File: src/rtl/bitty_uart_pkg.sv
// Shared framing definitions for the bitty result UART path.
package bitty_uart_pkg;

    typedef enum logic [1:0] {
        IDLE,
        START,
        DATA,
        STOP
    } tx_state_t;

    localparam int   UART_DATA_BITS  = 8;
    localparam int   UART_STOP_BITS  = 1;
    localparam logic UART_IDLE_LEVEL = 1'b1;

endpackage

File: src/rtl/bitty_result_fifo.sv
// Small synchronous FIFO holding captured result words until the serialiser takes them.
module bitty_result_fifo #(
    parameter int DATA_W     = 16,
    parameter int FIFO_DEPTH = 4
) (
    input  logic                          clk,
    input  logic                          reset,
    input  logic                          push,
    input  logic                          pop,
    input  logic [DATA_W-1:0]             wdata,
    output logic [DATA_W-1:0]             rdata,
    output logic                          full,
    output logic                          empty,
    output logic [$clog2(FIFO_DEPTH):0]   count
);
    localparam int AW = $clog2(FIFO_DEPTH);
    localparam int CW = AW + 1;

    logic [DATA_W-1:0] mem [FIFO_DEPTH];
    logic [AW-1:0]     wr_ptr;
    logic [AW-1:0]     rd_ptr;
    logic              do_push;
    logic              do_pop;

    assign full    = (count == CW'(FIFO_DEPTH));
    assign empty   = (count == '0);
    assign rdata   = mem[rd_ptr];
    assign do_pop  = pop && !empty;
    // A pop frees a slot in the same edge, so a full FIFO can still accept.
    assign do_push = push && (!full || do_pop);

    always_ff @(posedge clk) begin
        if (reset) begin
            wr_ptr <= '0;
            rd_ptr <= '0;
            count  <= '0;
        end else begin
            if (do_push) begin
                mem[wr_ptr] <= wdata;
                wr_ptr      <= wr_ptr + 1'b1;
            end
            if (do_pop) begin
                rd_ptr <= rd_ptr + 1'b1;
            end
            case ({do_push, do_pop})
                2'b10:   count <= count + 1'b1;
                2'b01:   count <= count - 1'b1;
                default: count <= count;
            endcase
        end
    end

endmodule

File: src/rtl/bitty_result_uart_tx.sv
// Captures bitty core results on done and streams them out as two 8N1 frames, low byte first.
module bitty_result_uart_tx
    import bitty_uart_pkg::*;
#(
    parameter int DATA_W       = 16,
    parameter int CLKS_PER_BIT = 16,
    parameter int FIFO_DEPTH   = 4
) (
    input  logic                        clk,
    input  logic                        reset,
    input  logic                        done,
    input  logic [DATA_W-1:0]           d_out,
    output logic                        tx,
    output logic                        busy,
    output logic                        overflow,
    output logic [$clog2(FIFO_DEPTH):0] fifo_count
);
    localparam int CNT_W = $clog2(CLKS_PER_BIT);

    tx_state_t                 state;
    logic [CNT_W-1:0]          baud_cnt;
    logic [2:0]                bit_idx;
    logic                      byte_sel;
    logic [UART_DATA_BITS-1:0] shift_reg;
    logic [DATA_W-1:0]         hold_word;
    logic [UART_DATA_BITS-1:0] next_byte;
    logic [DATA_W-1:0]         fifo_rdata;
    logic                      fifo_full;
    logic                      fifo_empty;
    logic                      fifo_pop;
    logic                      baud_wrap;
    logic                      stop_done;

    assign baud_wrap = (baud_cnt == CNT_W'(CLKS_PER_BIT - 1));
    assign stop_done = baud_wrap && (bit_idx == 3'(UART_STOP_BITS - 1));
    assign next_byte = byte_sel ? hold_word[DATA_W-1 -: UART_DATA_BITS]
                                : hold_word[UART_DATA_BITS-1:0];
    // Pops happen from idle, or at the end of a word's last stop bit for back-to-back words.
    assign fifo_pop  = !fifo_empty &&
                       ((state == IDLE) || (state == STOP && stop_done && byte_sel));
    assign busy      = (state != IDLE) || (fifo_count != '0);

    bitty_result_fifo #(
        .DATA_W     (DATA_W),
        .FIFO_DEPTH (FIFO_DEPTH)
    ) u_fifo (
        .clk   (clk),
        .reset (reset),
        .push  (done),
        .pop   (fifo_pop),
        .wdata (d_out),
        .rdata (fifo_rdata),
        .full  (fifo_full),
        .empty (fifo_empty),
        .count (fifo_count)
    );

    always_ff @(posedge clk) begin
        if (reset) begin
            state     <= IDLE;
            baud_cnt  <= '0;
            bit_idx   <= '0;
            byte_sel  <= 1'b0;
            shift_reg <= '0;
            hold_word <= '0;
            tx        <= UART_IDLE_LEVEL;
            overflow  <= 1'b0;
        end else begin
            if (done && fifo_full && !fifo_pop) begin
                overflow <= 1'b1;
            end
            case (state)
                IDLE: begin
                    baud_cnt <= '0;
                    tx       <= UART_IDLE_LEVEL;
                    if (!fifo_empty) begin
                        hold_word <= fifo_rdata;
                        shift_reg <= fifo_rdata[UART_DATA_BITS-1:0];
                        byte_sel  <= 1'b0;
                        bit_idx   <= '0;
                        tx        <= 1'b0;
                        state     <= START;
                    end
                end
                START: begin
                    if (baud_wrap) begin
                        baud_cnt  <= '0;
                        bit_idx   <= '0;
                        shift_reg <= next_byte;
                        tx        <= next_byte[0];
                        state     <= DATA;
                    end else begin
                        baud_cnt <= baud_cnt + 1'b1;
                    end
                end
                DATA: begin
                    if (baud_wrap) begin
                        baud_cnt <= '0;
                        if (bit_idx == 3'(UART_DATA_BITS - 1)) begin
                            bit_idx <= '0;
                            tx      <= UART_IDLE_LEVEL;
                            state   <= STOP;
                        end else begin
                            bit_idx   <= bit_idx + 1'b1;
                            shift_reg <= shift_reg >> 1;
                            tx        <= shift_reg[1];
                        end
                    end else begin
                        baud_cnt <= baud_cnt + 1'b1;
                    end
                end
                STOP: begin
                    if (baud_wrap) begin
                        baud_cnt <= '0;
                        if (!stop_done) begin
                            bit_idx <= bit_idx + 1'b1;
                        end else begin
                            bit_idx <= '0;
                            if (!byte_sel) begin
                                shift_reg <= hold_word[DATA_W-1 -: UART_DATA_BITS];
                                byte_sel  <= 1'b1;
                                tx        <= 1'b0;
                                state     <= START;
                            end else if (!fifo_empty) begin
                                hold_word <= fifo_rdata;
                                shift_reg <= fifo_rdata[UART_DATA_BITS-1:0];
                                byte_sel  <= 1'b0;
                                tx        <= 1'b0;
                                state     <= START;
                            end else begin
                                state <= IDLE;
                            end
                        end
                    end else begin
                        baud_cnt <= baud_cnt + 1'b1;
                    end
                end
                default: state <= IDLE;
            endcase
        end
    end

endmodule

File: config.mk
export PLATFORM = sky130hd
export DESIGN_NAME = bitty_result_uart_tx
export DESIGN_NICKNAME = d
export VERILOG_FILES = /design/src/rtl/bitty_uart_pkg.sv /design/src/rtl/bitty_result_fifo.sv /design/src/rtl/bitty_result_uart_tx.sv
export SDC_FILE = /design/constraint.sdc
export NUM_CORES = 1
export LEC_CHECK = 0
export ABC_AREA = 1
export CORE_ASPECT_RATIO = 1.2
export CORE_MARGIN = 5
export CORE_UTILIZATION = 57
export DETAILED_ROUTE_END_ITERATION = 10
export DONT_BUFFER_PORTS = 1
export GPL_TIMING_DRIVEN = 1
export PLACE_DENSITY = 0.73
export SYNTH_ARGS = -nofsm -noshare
export SYNTH_HDL_FRONTEND = slang
export SYNTH_SLANG_ARGS = --single-unit
File: constraint.sdc
create_clock -name clk -period 2.4 [get_ports clk]
set_input_delay 0.36 -clock clk [delete_from_list [all_inputs] [get_ports clk]]
set_output_delay 0.36 -clock clk [all_outputs]
set_load 0.05 [all_outputs]
==> impl_metrics.toml, run 1 <==
[clock_network]
root_buffer = "clkbuf_8"
postCtsSetupBuffers = 0
cts.clk_slew.worst_paths_ns = 0.10
numCtsBuffers = 9
cts.sinks = 108
htreeDepth = 3
insertion_delay_ns = 0.38
cts_buffer_depth = 2
tritoncts = "yes"

[routing]
drc = 0
drt-pass1-iter-count = 5
vias_per_cell = 5.22
postRouteAntennaNets = 0
finalWirelength_mm = 9.61
vias = 3652
drtIter0Drc = 229
wl_per_cell_um = 13.8

[floorplan]
coreArea_um2 = 8520
ios = 25
die_w_um = 95.0
dieArea_um2 = 10600
row_count = 37
floorplan.initialDensity_pct = 58.0
die_y_um = 112

[synthesis]
seq_area_frac_synth_pct = 56.7
synth_seq_cells = 108
ys_types = 27
synth_cells = 569
synth.avg_cell_area_um2 = 8.68
yosys_warnings = 0
syn_area_um2 = 4940
synth_fp_nets = 603

[setup_path]
cp-end-kind = "flop"
cp-start-kind = "flop"
worstPathRequired_ns = 2.68
criticalPathCategory = "flop to flop"
cp.arrival_ns = 2.44
crit_path_max_fanout = 5

[global_route]
grt_pass1_vias = 3538
grt_pass1_wl_mm = 16.3
antenna_found_initial = 0
grt_overflow_total = 0
grtUsageTotal_pct = 19.9
grt_max_degree = 34

[finish]
nNetsFinal = 611
drive_gt1_share_pct = 8.93
largest_reg_flops = 64
fin_util_pct = 63.2
final_common_cell = "nand2_1"
fillCellCount = 720
final_cell_mix = "nand2_1, nor2_1, inv_1"
antenna_cells = 0
seqCellArea_um2 = 2810
area_growth_pct = 8.99
multi_input_area_um2 = 1780

[sta]
setup_tns_ns = 0
final-hold-violation-count = 0
rsz0062_at_grt = "false"
period_minus_slack_ns = 2.17
relSlewSlack_pct = 42.9
setup_viol = 0
clock_skew_ns = 0.00807
tightestPinTransition_ns = 0.855
drv_slew = 0
max_freq_ghz = 0.461
fin_crit_sh_pct = 90.3

[placement]
place_hpwl_mm = 6.40
port_buffers = 0
place_congestion = 0.904

[hold_path]
hp-class = "primary input to flop"

[pwr]
peakVddDrop_v = 0.000535
leakage_uw = 0.00231
powerDensity_nw_per_um2 = 1100

[run]
max-cap-violations = 0

[outcome]
status = "completed"
[cell type report]
type,count,area share [%]
tap,117,2.72
clock inverter,6,1.28
timing repair buffer,18,3.44
inverter,71,4.95
sequential,108,52.1
clock buffer,10,2.37
multi-input combinational,369,33.1
[final timing paths]
path	startpoint	end	slack, ns	cells past startpoint
hold / removal	reset	state[0]	0.03	1
hold reg to reg	baud_cnt[0]	baud_cnt[0]	0.43	1
setup / recovery	state[0]	u_fifo.count[2]	0.23	14
setup reg to reg	state[0]	u_fifo.count[2]	0.23	14
[cells by family (layout without fill, tap and decap cells)]
| kind of cell | after synthesis | count (layout) | synth area share [%] |
|---|---|---|---|
| AOI/OAI and AO/OA | 66 | 66 | 7.19 |
| adders and majority gates | 15 | 15 | 3.95 |
| and+or+nand+nor | 286 | 286 | 24.2 |
| xor gates and xnor gates | 2 | 2 | 0.355 |
| DFF | 108 | 108 | 56.7 |
| buffers and inverters | 92 | 105 | 7.57 |
[synthesized netlist by cell type (all sizes together)]
master  number  area [um^2]
edfxtp      64         1920
fa           1         20.0
or2          2         12.5
xnor2        1         8.76
ha          14          175
nor3         2         10.0
nand4        2         27.5
xor2         1         8.76
nand2      151          569
dfxtp       44          881
o21bai       1         18.8
nor2        79          297
nand3       50          280
o22ai        9         56.3
inv         70          263
a21oi       20          100
buf         12         72.6
clkbuf       9         35.0
o21ai       36          180
clkinv       1         3.75
[where the power goes]
part	switching [uW]	leakage (uW)	internal (uW)
registers	160	0.000945	2230
logic	1650	0.00126	794
clock network	620	0.0000997	495
[worst max-delay path: stages (launching register included)]
cell	delay [ns]
dfxtp_2	0.38
ha_2	0.24
nand2_1	0.11
inv_1	0.08
nand2_2	0.07
nand2_1	0.08
nand2_1	0.08
inv_2	0.08
ha_1	0.14
inv_1	0.07
fa_2	0.34
a21oi_1	0.14
o21ai_1	0.10
o21ai_1	0.12
a21oi_1	0.04
[metal layers]
| layer | wire [um] | part of all wire, % | global-route usage [%] |
|---|---|---|---|
| met1 | 4130 | 43 | 24.8 |
| met2 | 4660 | 48 | 32.7 |
| met3 | 542 | 5.6 | 3.58 |
| met4 | 274 | 2.9 | 10.1 |
| met5 | 0 | 0 | 0 |
[stage by stage]
step	setup slack, ns	instances	hold WS (ns)	area, um^2	power, uW
final	0.232	699	0.0306	5390	5950
after floorplan	0.0864	569	0.418	4940	4300
after CTS	0.0257	699	0.0238	5360	5940
after detailed placement	0.0379	683	0.433	5160	4840
after global routing	0.0339	699	0.0306	5390	6460
after global placement	0.170	683	0.430	5160	4770
[what timing repair did]
| item | in CTS | in global routing |
|---|---|---|
| endpoints found under the hold margin | 0 | 0 |
| resized for setup | 0 | 13 |
| hold buffers | 0 | 0 |
| endpoints found under the setup margin | 0 | 2 |
No activity file was read; power rests on OpenSTA's default activity.
==> run 2: changes to the inputs <==
Settings changed: CORE_UTILIZATION 57 to 60, PLACE_DENSITY 0.73 to 0.74.
Clock period 2.4 ns to 2.65 ns, I/O delays scaled along.
==> run 2 against run 1 <==
Net effect: sequential share of layout area rose by 1.3 points; count of clock-buffer cells in the layout did not move; power down 11%; first-iteration DRC count up 27%; die area shrank 4.5%; wire length down 2.1%; setup slack improved by 0.12 ns; flip-flop and latch count unchanged; maximum frequency down 5.5%; clock power decreased by 10%; hold slack better by 0.049 ns; critical path type unchanged.
==> impl_metrics.toml, run 2 (synthesis gave the netlist of run 1 again) <==
[finish]
drive_gt1_share_pct = 6.76
fillCellCount = 682
nNetsFinal = 606
antenna_cells = 0
layout.cells.non_filler = 672
largest_reg_flops = 64
final_common_cell = "nand2_1"
fin_util_pct = 65.2
area_growth_pct = 6.33
final_cell_mix = "nand2_1, nor2_1, inv_1"

[run]
max-cap-violations = 0

[sta]
tightestPinTransition_ns = 0.671
whs_ns = 0.0794
max_freq_ghz = 0.436
relSlewSlack_pct = 55.2
rsz0062_at_grt = "false"
final-hold-violation-count = 0
setup_viol = 0
period_minus_slack_ns = 2.29
setup_tns_ns = 0
fin_crit_sh_pct = 86.6
clock_skew_ns = 0.0119
drv_slew = 0

[pwr]
leakage_uw = 0.00227
powerDensity_nw_per_um2 = 1010
finalPower_uw = 5310
peakVddDrop_v = 0.000547

[setup_path]
criticalPathCategory = "flop to flop"
cp-end-kind = "flop"
critPathMostFrequentCell = "nand2_1"
worstPathRequired_ns = 2.91
cp.arrival_ns = 2.55
max_stage_delay_ns = 0.41
cp-start-kind = "flop"
cp_cell_sequence = "ha_1 -> nand2_1 -> inv_1 -> nand2_1 -> nand2_1 -> nand2_1 -> inv_1 -> ha_1 -> inv_1 -> fa_1 -> a21oi_1 -> o21ai_0 -> o21ai_1 -> a21oi_1"
timing.critical_path.slowest_stage_cell = "dfxtp_1"
crit_path_max_fanout = 5

[global_route]
grtUsageTotal_pct = 20.2
grt_max_degree = 34
grt_pass1_wl_mm = 16.0
grt_pass1_vias = 3454
antenna_found_initial = 0
grt_overflow_total = 0

[placement]
place_hpwl_mm = 6.23
place_congestion = 0.890
dp_cells = 656
port_buffers = 0

[routing]
finalWirelength_mm = 9.41
drtIter0Drc = 290
vias_per_cell = 5.34
drt-pass1-iter-count = 6
drc = 0
vias = 3589
wl_per_cell_um = 14.0
postRouteAntennaNets = 0

[floorplan]
die_y_um = 109
coreArea_um2 = 8060
dieArea_um2 = 10200
die_w_um = 92.8
row_count = 36
ios = 25
floorplan.initialDensity_pct = 61.3

[clock_network]
insertion_delay_ns = 0.37
cts.sinks = 108
postCtsSetupBuffers = 0
cts_hold_buf = 0
cts.clk_slew.worst_paths_ns = 0.10
numCtsBuffers = 9
root_buffer = "clkbuf_8"
htreeDepth = 3
cts_buffer_depth = 2
tritoncts = "yes"
ctsResizeCount = 0

[hold_path]
hp-class = "primary input to flop"

[outcome]
status = "completed"
==> run 2: cell count changes in the layout (fill, tap and decap cells not counted), sizes merged <==
cell,previous run,this run
buf,18,13
inv,74,71
clkinvlp,0,2
clkinv,2,3
==> run 2: report_power, final <==
group,switching (uW),internal [uW],leakage [uW]
Sequential,150,2020,0.000944
Combinational,1480,666,0.00123
Clock,537,461,0.0000963
Total,2160,3140,0.00227
==> run 2: path summary, 6_finish.rpt <==
| path | start | cells after the start | slack [ns] | to |
|---|---|---|---|---|
| setup reg to reg | state[0] | 14 | 0.36 | u_fifo.count[2] |
| hold / removal | reset | 1 | 0.08 | state[0] |
| setup / recovery | state[0] | 14 | 0.36 | u_fifo.count[2] |
| hold reg to reg | baud_cnt[0] | 1 | 0.42 | baud_cnt[0] |
==> run 2: layout make-up <==
class                      instances  area [um^2]  share of cell area, %
clock buffer                      10          138                   2.62
clock inverter                     6         62.6                   1.19
inverter                          71          267                   5.07
multi-input combinational        369         1770                   33.6
sequential                       108         2800                   53.4
tap                               95          119                   2.26
timing repair buffer              13         97.6                   1.86
==> run 2: stage by stage <==
stage | cell area, um^2 | setup slack [ns]
after floorplan | 4940 | 0.336
after global placement | 5050 | 0.383
after detailed placement | 5050 | 0.338
after CTS | 5250 | 0.331
after global routing | 5250 | 0.0315
final | 5250 | 0.356
==> run 2: worst max-delay path, delay by kind of cell (launching register included) <==
family / cells / cell delay, ns
adder cells (fa/ha/maj): 3 / 0.78
AO/OA/AOI/OAI: 4 / 0.43
flip-flops: 1 / 0.41
AND/OR/NAND/NOR: 4 / 0.35
buffers and inverters: 3 / 0.22
==> run 2: layer usage <==
layer	share of wire, %	vias to the layer above	track usage, %
met2	48	90	34.4
met1	44	1634	24.9
met4	3.6	0	10.5
met3	4.1	34	3.35
met5	0	-	0
li1	-	1831	-
==> run 3: changes to the inputs <==
Settings changed: CORE_ASPECT_RATIO 1.2 to default, CTS_CLUSTER_DIAMETER from default to 100.
==> run 3 against run 2 <==
Net effect: die area about the same; highest routed layer unchanged; via count is 0.33% lower; power up 0.76%.
==> impl_metrics.toml, run 3 (synthesis gave the netlist of run 1 again) <==
[outcome]
status = "completed"

[pwr]
power_frac_clock_pct = 19.4
swShare_pct = 42.4
powerDensity_nw_per_um2 = 1010
leakage_uw = 0.00229
power_frac_seq_pct = 40.4
p_switching_uw = 2270
peakVddDrop_v = 0.000535
p_comb_share_pct = 40.3
p_int_uw = 3080

[sta]
clock_skew_ns = 0.0158
drv_slew = 0
final-hold-violation-count = 0
relSlewSlack_pct = 53.4
max_freq_ghz = 0.418
tightestPinTransition_ns = 0.698
period_minus_slack_ns = 2.39
fin_crit_sh_pct = 90.3
setup_ws_ns = 0.258
rsz0062_at_grt = "false"
setup_tns_ns = 0
setup_viol = 0
whs_ns = 0.0766

[clock_network]
cts_buffer_depth = 2
insertion_delay_ns = 0.37
tritoncts = "yes"
cts.sinks = 108
cts.clk_slew.worst_paths_ns = 0.12
postCtsSetupBuffers = 0
root_buffer = "clkbuf_8"
htreeDepth = 3
numCtsBuffers = 9
cts_hold_buf = 0
ctsResizeCount = 0

[finish]
nNetsFinal = 607
final_cell_mix = "nand2_1, nor2_1, inv_1"
final_common_cell = "nand2_1"
antenna_cells = 0
drive_gt1_share_pct = 6.75
largest_reg_flops = 64
fin_util_pct = 64.9
area_growth_pct = 6.86

[setup_path]
timing.critical_path.slowest_stage_cell = "dfxtp_1"
cp_cell_sequence = "ha_1 -> nand2_1 -> inv_1 -> nand2_1 -> nand2_1 -> nand2_1 -> inv_1 -> ha_1 -> inv_1 -> fa_1 -> a21oi_1 -> o21ai_0 -> o21ai_0 -> a21oi_1"
cp-end-kind = "flop"
critPathMostFrequentCell = "nand2_1"
cp.arrival_ns = 2.66
rrSetupSlack_ns = 0.26
cp-start-kind = "flop"
r2r-start = "state[1]"
worstPathRequired_ns = 2.92
crit_path_max_fanout = 5
timing.rr.end = "u_fifo.count[2]"
max_stage_delay_ns = 0.42
reg2reg_depth = 14
criticalPathCategory = "flop to flop"

[routing]
finalWirelength_mm = 9.47
vias = 3577
drt-pass1-iter-count = 4
drc = 0
drtIter0Drc = 214
postRouteAntennaNets = 0
wl_per_cell_um = 13.9
vias_per_cell = 5.24

[hold_path]
min_from = "reset"
hp-class = "primary input to flop"
holdPathEnd = "bit_idx[1]"
hold_path_depth = 1

[global_route]
grt_pass1_wl_mm = 16.0
antenna_found_initial = 0
grtUsageTotal_pct = 20.1
grt_max_degree = 34
grt_pass1_vias = 3361
grt_overflow_total = 0

[placement]
place_congestion = 0.885
place_hpwl_mm = 6.29
port_buffers = 0
pre_cts_ws_ns = 0.313

[floorplan]
die_y_um = 101
die_w_um = 101
floorplan.initialDensity_pct = 60.7
ios = 25
coreArea_um2 = 8130
dieArea_um2 = 10100
row_count = 33

[run]
max-cap-violations = 0
-- run 3: cell count changes in the layout (fill, tap and decap cells not counted), sizes merged --
| cell | change |
|---|---|
| buf | +1 |
| clkinv | -1 |
| bufinv | -1 |
| inv | +5 |
| clkinvlp | -2 |
| clkbuf | -1 |
-- run 3: worst max-delay path, delay by kind of cell (launching register included) --
family | cells | cell delay (ns)
AO/OA/AOI/OAI | 4 | 0.49
buffers and inverters | 3 | 0.22
flip-flops | 1 | 0.42
AND/OR/NAND/NOR | 4 | 0.37
adder cells (fa/ha/maj) | 3 | 0.80
-- run 3: worst max-delay path by stage --
| stage | endpoint | slack (ns) | startpoint |
|---|---|---|---|
| after global placement | u_fifo.count[2] | 0.40 | baud_cnt[0] |
| after floorplan | u_fifo.count[2] | 0.34 | u_fifo.count[2] |
| after global routing | u_fifo.count[2] | 0.05 | state[0] |
| final | u_fifo.count[2] | 0.26 | state[1] |
| after CTS | u_fifo.count[2] | 0.29 | state[0] |
| after detailed placement | u_fifo.count[2] | 0.31 | state[0] |
-- run 3: final cells by class --
class | count | area [um^2]
clock buffer | 9 | 124
clock inverter | 7 | 86.3
fill | 658 | 2850
inverter | 71 | 267
multi-input combinational | 369 | 1760
sequential | 108 | 2800
tap | 105 | 131
timing repair buffer | 14 | 105
-- run 3: power groups by stage --
stage	registers [uW]	logic, uW	clock network (uW)
after detailed placement	2200	2140	0
after global placement	2180	2110	0
after CTS	2160	2150	1050
after floorplan	2230	1660	0
after global routing	2180	2480	1140
final	2160	2150	1030
-- run 3: metrics by stage --
step | area (um^2) | instances | total power [uW]
after floorplan | 4940 | 569 | 3890
after global placement | 5070 | 667 | 4290
after detailed placement | 5070 | 667 | 4340
after CTS | 5280 | 683 | 5370
after global routing | 5280 | 683 | 5800
final | 5280 | 683 | 5350
-- run 3: layer usage --
| layer | up-vias | global-route usage, % | routed length [um] |
|---|---|---|---|
| met4 | 0 | 5.39 | 74 |
| met1 | 1664 | 26.0 | 4150 |
| met3 | 6 | 4.57 | 515 |
| li1 | 1840 | - | - |
| met2 | 67 | 34.1 | 4730 |
| met5 | - | 0 | 0 |
